--- src/rtl/instr_unpacker.sv ---
// ---------------------------------------------------------------------------
// instr_unpacker
//   Turns a stream of 64-bit fetch words into decoded instructions. Each
//   instruction is one header word. One extra 64-bit word follows for each
//   argument slot that is marked immediate, in ascending slot order.
//
//   Header layout:
//     [15:0]                    opcode
//     [16+4i +: 4]              size code of slot i
//     [39:32]                   flags (bit i = slot i is immediate,
//                                      bit 4+i = sign-extend slot i)
//     [40+REG_W*i +: REG_W]     register index of slot i
//
// Optional feature macro: SIGN_EXTEND_EN
//   When defined, flag bit 4+i sign-extends immediate slot i from its size.
//   When undefined, immediates are always zero-extended.
//
// Ports
//   clk, rst_n        clock (rising edge), asynchronous active-low reset
//   flush             synchronous discard of any partial or held instruction
//   in_valid/in_ready fetch word handshake, in_data = 64-bit word
//   out_valid/out_ready decoded instruction handshake
//   out_opcode        opcode
//   out_size          size code per slot, slot i at [4i+3:4i]
//   out_flags         flags byte
//   out_arg           slot i at [64i+63:64i]: masked immediate or register index
//   out_imm           bit i set when slot i carries an immediate
//   out_err_op        opcode >= OPCODE_COUNT (informational only)
//   out_err_size      size code > 3 on an immediate slot (informational only)
// ---------------------------------------------------------------------------
module instr_unpacker #(
  parameter int NUM_ARGS     = 4,
  parameter int REG_W        = 6,
  parameter int OPCODE_COUNT = 91
) (
  input  logic                  clk,
  input  logic                  rst_n,
  input  logic                  flush,
  input  logic                  in_valid,
  output logic                  in_ready,
  input  logic [63:0]           in_data,
  output logic                  out_valid,
  input  logic                  out_ready,
  output logic [15:0]           out_opcode,
  output logic [4*NUM_ARGS-1:0] out_size,
  output logic [7:0]            out_flags,
  output logic [64*NUM_ARGS-1:0] out_arg,
  output logic [NUM_ARGS-1:0]   out_imm,
  output logic                  out_err_op,
  output logic                  out_err_size
);

  typedef enum logic [1:0] {
    S_HDR = 2'd0,
    S_ARG = 2'd1,
    S_OUT = 2'd2
  } state_t;

  state_t                  r_state;
  state_t                  w_state_next;

  logic [15:0]             r_opcode;
  logic [4*NUM_ARGS-1:0]   r_size;
  logic [7:0]              r_flags;
  logic [64*NUM_ARGS-1:0]  r_arg;
  logic [NUM_ARGS-1:0]     r_imm;
  logic [NUM_ARGS-1:0]     r_pending;   // immediate slots still waiting for a word
  logic                    r_err_op;
  logic                    r_err_size;

  logic                    w_hdr_hs;
  logic                    w_arg_hs;
  logic [NUM_ARGS-1:0]     w_sel;       // one-hot: lowest unfilled immediate slot
  logic [NUM_ARGS-1:0]     w_rest;      // pending slots after this fill
  logic [NUM_ARGS-1:0]     w_sext;
  logic                    w_hdr_err_size;
  logic                    w_hdr_err_op;

  // Mask an immediate to its size; optionally sign-extend from the top kept bit.
  // Codes above 3 pass all 64 bits unchanged.
  function automatic logic [63:0] f_mask_imm(input logic [63:0] d,
                                             input logic [3:0]  code,
                                             input logic        sext);
    logic [63:0] v;
    v = d;
    case (code)
      4'd0:    v = sext ? {{56{d[7]}},  d[7:0]}  : {56'd0, d[7:0]};
      4'd1:    v = sext ? {{48{d[15]}}, d[15:0]} : {48'd0, d[15:0]};
      4'd2:    v = sext ? {{32{d[31]}}, d[31:0]} : {32'd0, d[31:0]};
      4'd3:    v = d;
      default: v = d;
    endcase
    return v;
  endfunction

  // Handshakes never fire in a flush cycle, so flush never consumes a word.
  assign w_hdr_hs = (r_state == S_HDR) && in_valid && !flush;
  assign w_arg_hs = (r_state == S_ARG) && in_valid && !flush;

  assign w_sel  = r_pending & ((~r_pending) + NUM_ARGS'(1));
  assign w_rest = r_pending & ~w_sel;

`ifdef SIGN_EXTEND_EN
  assign w_sext = r_flags[4 +: NUM_ARGS];
`else
  assign w_sext = {NUM_ARGS{1'b0}};
`endif

  assign w_hdr_err_op = (in_data[15:0] >= 16'(OPCODE_COUNT));

  // Size check on the incoming header: any immediate slot with code > 3.
  always_comb begin
    w_hdr_err_size = 1'b0;
    for (int i = 0; i < NUM_ARGS; i++) begin
      w_hdr_err_size = w_hdr_err_size |
                       (in_data[32+i] & (in_data[16+4*i +: 4] > 4'd3));
    end
  end

  // Next-state logic; flush overrides every handshake.
  always_comb begin
    w_state_next = r_state;
    if (flush) begin
      w_state_next = S_HDR;
    end else begin
      case (r_state)
        S_HDR: begin
          if (w_hdr_hs) begin
            w_state_next = (|in_data[32 +: NUM_ARGS]) ? S_ARG : S_OUT;
          end else begin
            w_state_next = S_HDR;
          end
        end
        S_ARG: begin
          if (w_arg_hs && (w_rest == {NUM_ARGS{1'b0}})) begin
            w_state_next = S_OUT;
          end else begin
            w_state_next = S_ARG;
          end
        end
        S_OUT: begin
          if (out_ready) begin
            w_state_next = S_HDR;
          end else begin
            w_state_next = S_OUT;
          end
        end
        default: w_state_next = S_HDR;
      endcase
    end
  end

  // State register.
  always_ff @(posedge clk or negedge rst_n) begin
    if (!rst_n) begin
      r_state <= S_HDR;
    end else begin
      r_state <= w_state_next;
    end
  end

  // Instruction field registers: latched from the header, filled by immediates.
  always_ff @(posedge clk or negedge rst_n) begin
    if (!rst_n) begin
      r_opcode   <= 16'd0;
      r_size     <= {(4*NUM_ARGS){1'b0}};
      r_flags    <= 8'd0;
      r_arg      <= {(64*NUM_ARGS){1'b0}};
      r_imm      <= {NUM_ARGS{1'b0}};
      r_pending  <= {NUM_ARGS{1'b0}};
      r_err_op   <= 1'b0;
      r_err_size <= 1'b0;
    end else if (w_hdr_hs) begin
      r_opcode   <= in_data[15:0];
      r_size     <= in_data[16 +: 4*NUM_ARGS];
      r_flags    <= in_data[39:32];
      r_imm      <= in_data[32 +: NUM_ARGS];
      r_pending  <= in_data[32 +: NUM_ARGS];
      r_err_op   <= w_hdr_err_op;
      r_err_size <= w_hdr_err_size;
      // Register slots get their index now; immediate slots start at zero.
      for (int i = 0; i < NUM_ARGS; i++) begin
        r_arg[64*i +: 64] <= in_data[32+i] ? 64'd0 :
                             {{(64-REG_W){1'b0}}, in_data[40+REG_W*i +: REG_W]};
      end
    end else if (w_arg_hs) begin
      for (int i = 0; i < NUM_ARGS; i++) begin
        if (w_sel[i]) begin
          r_arg[64*i +: 64] <= f_mask_imm(in_data, r_size[4*i +: 4], w_sext[i]);
        end
      end
      r_pending <= w_rest;
    end
  end

  // in_ready is forced low while reset is held.
  assign in_ready     = rst_n && (r_state != S_OUT);
  assign out_valid    = (r_state == S_OUT);
  assign out_opcode   = r_opcode;
  assign out_size     = r_size;
  assign out_flags    = r_flags;
  assign out_arg      = r_arg;
  assign out_imm      = r_imm;
  assign out_err_op   = r_err_op;
  assign out_err_size = r_err_size;

endmodule

--- config.mk ---
export PLATFORM = sky130hd
export DESIGN_NAME = instr_unpacker
export DESIGN_NICKNAME = d
export VERILOG_FILES = /design/src/rtl/instr_unpacker.sv
export SDC_FILE = /design/constraint.sdc
export NUM_CORES = 1
export LEC_CHECK = 0
export CAP_MARGIN = 20
export CORE_MARGIN = 4
export CORE_UTILIZATION = 35
export DETAILED_ROUTE_END_ITERATION = 10
export SLEW_MARGIN = 10
export SYNTH_ARGS = -nofsm -noshare
export SYNTH_HDL_FRONTEND = slang
export SYNTH_SLANG_ARGS = --single-unit
--- constraint.sdc ---
create_clock -name clk -period 2.5 [get_ports clk]
set_input_delay 0.375 -clock clk [delete_from_list [all_inputs] [get_ports clk]]
set_output_delay 0.375 -clock clk [all_outputs]
set_load 0.1 [all_outputs]
==> flow_summary.json <==
{
  "status": "completed",
  "vias": 10762,
  "initial_core_util_pct": 35.60,
  "synthSimpleGateAreaFrac_pct": 14.74,
  "design.core.area_sq_um": 34710,
  "totalWireLength_um": 46310,
  "synth_xor_area_share_pct": 0,
  "synth_top_family_by_area": "compound AO/OA/AOI/OAI gates",
  "die_area_sq_um": 38380,
  "rsz0062_at_grt": "no",
  "drc_errors": 0,
  "synth_commonest_cells": "304 x dfrtp_1, 280 x nand2_1, 98 x a22o_1, 75 x a21oi_1, 58 x a22oi_1",
  "die_x_um": 195.9,
  "relSlewSlack_pct": 44.21,
  "syn_to_final_growth_pct": 39.58,
  "crit_chain": "or4b_4 -> buf_4 -> a21oi_2 -> nor2_1 -> a21oi_1",
  "synth_cell_type_count": 44,
  "fin_skew_ns": 0.01151,
  "required_ns": 2.93,
  "leakagePower_nw": 8.185,
  "antenna_found_initial": 0,
  "critical-path-slowest-cell": "or4b_4",
  "synthCells": 1177,
  "stdcell_area_sq_um": 17250,
  "grt_max_degree": 142,
  "num-fill-cells": 3186,
  "tightest_slew_ns": 0.8369,
  "yosysMostFrequentCell": "dfrtp_1",
  "slowest_delay_ns": 0.79,
  "synth_area_sq_um": 12360,
  "async_flop_share_pct": 100.0,
  "ys_ff_latch": 304,
  "first_pass_iters": 5,
  "cp.arrival_ns": 2.68,
  "synth-seq-area-share_pct": 61.56,
  "yosys.area_share.adder_pct": 0,
  "hp-class": "input port to async pin",
  "clock_path_buffers": 3,
  "syn_area_per_cell_sq_um": 10.50,
  "power_per_cell_area_nw_per_um2": 1226,
  "synth_edf_count": 0,
  "drt_first_iter_violations": 834,
  "layout_min_cycle_time_ns": 2.251,
  "fin_crit_sh_pct": 90.04,
  "drive_gt1_share_pct": 27.59,
  "crit_fanout": 29,
  "vdd_drop_max_v": 0.0007173,
  "synthMuxAreaShare_pct": 0.4860,
  "synth_area_leaders": "dfrtp_1 62%, nand2_1 8.5%, a22o_1 6.9%",
  "wl_per_cell_um": 22.96,
  "dpl.hpwl_um": 30970,
  "synth_top_cell_by_area": "dfrtp_1",
  "clockRootBuffer": "clkbuf_16",
  "placed_area_sq_um": 16000,
  "die_y_um": 195.9,
  "grt_usage_pct": 23.34,
  "clk_latency_ns": 0.50,
  "num_rows": 68,
  "maxCapViolCount": 0,
  "cp-end-kind": "register",
  "cts-buffers-inserted": 36,
  "hold_viol": 0,
  "port_buffers": 372,
  "yosysWarnings": 0,
  "grt_overflow_total": 0,
  "antenna_cells": 0,
  "synth_nets": 1246,
  "grt_pass1_vias": 10727,
  "worstSetupPathType": "register to register",
  "setup-violations-final": 0,
  "cts.clk_slew.worst_paths_ns": 0.06,
  "synth_flop_cell": "dfrtp_1",
  "clock.fmax_ghz": 0.4443,
  "yosys.area.top_type_share_pct": 61.56,
  "grt_first_pass_wirelength_um": 70040,
  "routabilityCongestion": 0.7911,
  "avgViaCountPerCell": 5.336,
  "htree_levels": 2,
  "synth_compound_area_share_pct": 19.41,
  "cp-start-kind": "register",
  "io_pins": 373,
  "fin_util_pct": 49.69,
  "slew_violations": 0,
  "nNetsFinal": 1605,
  "ant_nets": 0,
  "clock_sinks": 304,
  "cts_tree": "built"
}
[worst paths after layout]
| kind | from | to | slack (ns) | cells past startpoint |
|---|---|---|---|---|
| max in group asynchronous | rst_n | out_arg[235]$_DFFE_PN0P_ | 1.09 | 3 |
| max reg2reg | r_pending[0]$_DFFE_PN0P_ | out_arg[192]$_DFFE_PN0P_ | 0.25 | 5 |
| min in group clk | out_opcode[15]$_DFFE_PN0N_ | out_opcode[15]$_DFFE_PN0N_ | 0.48 | 2 |
| min reg2reg | out_opcode[15]$_DFFE_PN0N_ | out_opcode[15]$_DFFE_PN0N_ | 0.48 | 2 |
| max | r_pending[0]$_DFFE_PN0P_ | out_arg[192]$_DFFE_PN0P_ | 0.25 | 5 |
| min | rst_n | out_arg[150]$_DFFE_PN0P_ | 0.32 | 2 |
[critical path: cells and delay by family (launching register included)]
kind / cells / cell delay, ns
compound gates: 2 / 0.44
buf+inv: 1 / 0.33
flops: 1 / 0.50
simple gates: 2 / 0.86
[per-stage QoR]
stage | hold slack, ns | worst slack, ns | total power, mW | instances | setup TNS [ns]
6_report | 0.3213 | 0.2490 | 21.14 | 2017 | 0
2_1_floorplan | 0.07941 | 0.07211 | 13.35 | 1177 | 0
3_3_place_gp | 0.2399 | -0.2207 | 15.73 | 1950 | -6.785
5_1_grt | 0.3322 | 0.1350 | 21.83 | 2017 | 0
4_1_cts | 0.3095 | 0.2604 | 21.30 | 2016 | 0
3_5_place_dp | 0.2410 | -0.1328 | 15.78 | 1951 | -2.815
[timing repair]
item / CTS / global route
buffers inserted: 0 / 0
endpoints found under the setup margin: 0 / 0
hold endpoints to repair: 25 / 0
hold buffers: 1 / 0
gates resized for setup: 0 / 0
[per-layer routing]
layer	share of wire (%)	vias up	global-route usage (%)
li1	-	4874	-
met1	44	5400	32.90
met4	2.9	0	6.646
met2	46	416	36.14
met5	0	-	0
met3	7.4	72	5.719
[report_power, final]
part / internal, mW / switching, mW / total, mW / leakage, nW
Combinational: 1.80 / 7.58 / 9.38 / 3.61
Sequential: 5.72 / 0.580 / 6.30 / 3.98
Clock: 3.33 / 2.13 / 5.46 / 0.596
[area by class of cell]
class,instances,area (sq um),share of cell area (%)
Clock buffer,48,1037,6.013
Clock inverter,16,196.4,1.139
Inverter,3,11.26,0.06528
Multi-Input combinational cell,772,4354,25.24
Sequential cell,304,7607,44.10
Tap cell,455,569.3,3.300
Timing Repair Buffer,419,3473,20.14
[cell families (layout without fill, tap and decap cells)]
group                  after synthesis  in the layout
flip-flops                         304            304
buffers and inverters              101            486
AO/OA/AOI/OAI                      359            359
multiplexers                         6              6
AND/OR/NAND/NOR                    407            407
[cell usage in the layout (no fill, tap or decap), types with 25 or more instances in the layout]
cell / instances
nand2_1: 280
clkdlybuf4s50_1: 67
o21ai_0: 56
nand3b_1: 38
a22oi_1: 58
a21oi_1: 75
nor2_1: 38
dfrtp_1: 304
buf_4: 338
clkbuf_16: 37
a22o_1: 98
o21ai_1: 42
nand3_1: 25
[sequential cells by signal, summed over array words and instances, names as in the netlist]
register and count:
out_flags 8, out_opcode 16, r_state 2, out_size 16
r_pending 4, out_arg 256, out_err_op 1, out_err_size 1
No activity file was read; power rests on OpenSTA's default activity.
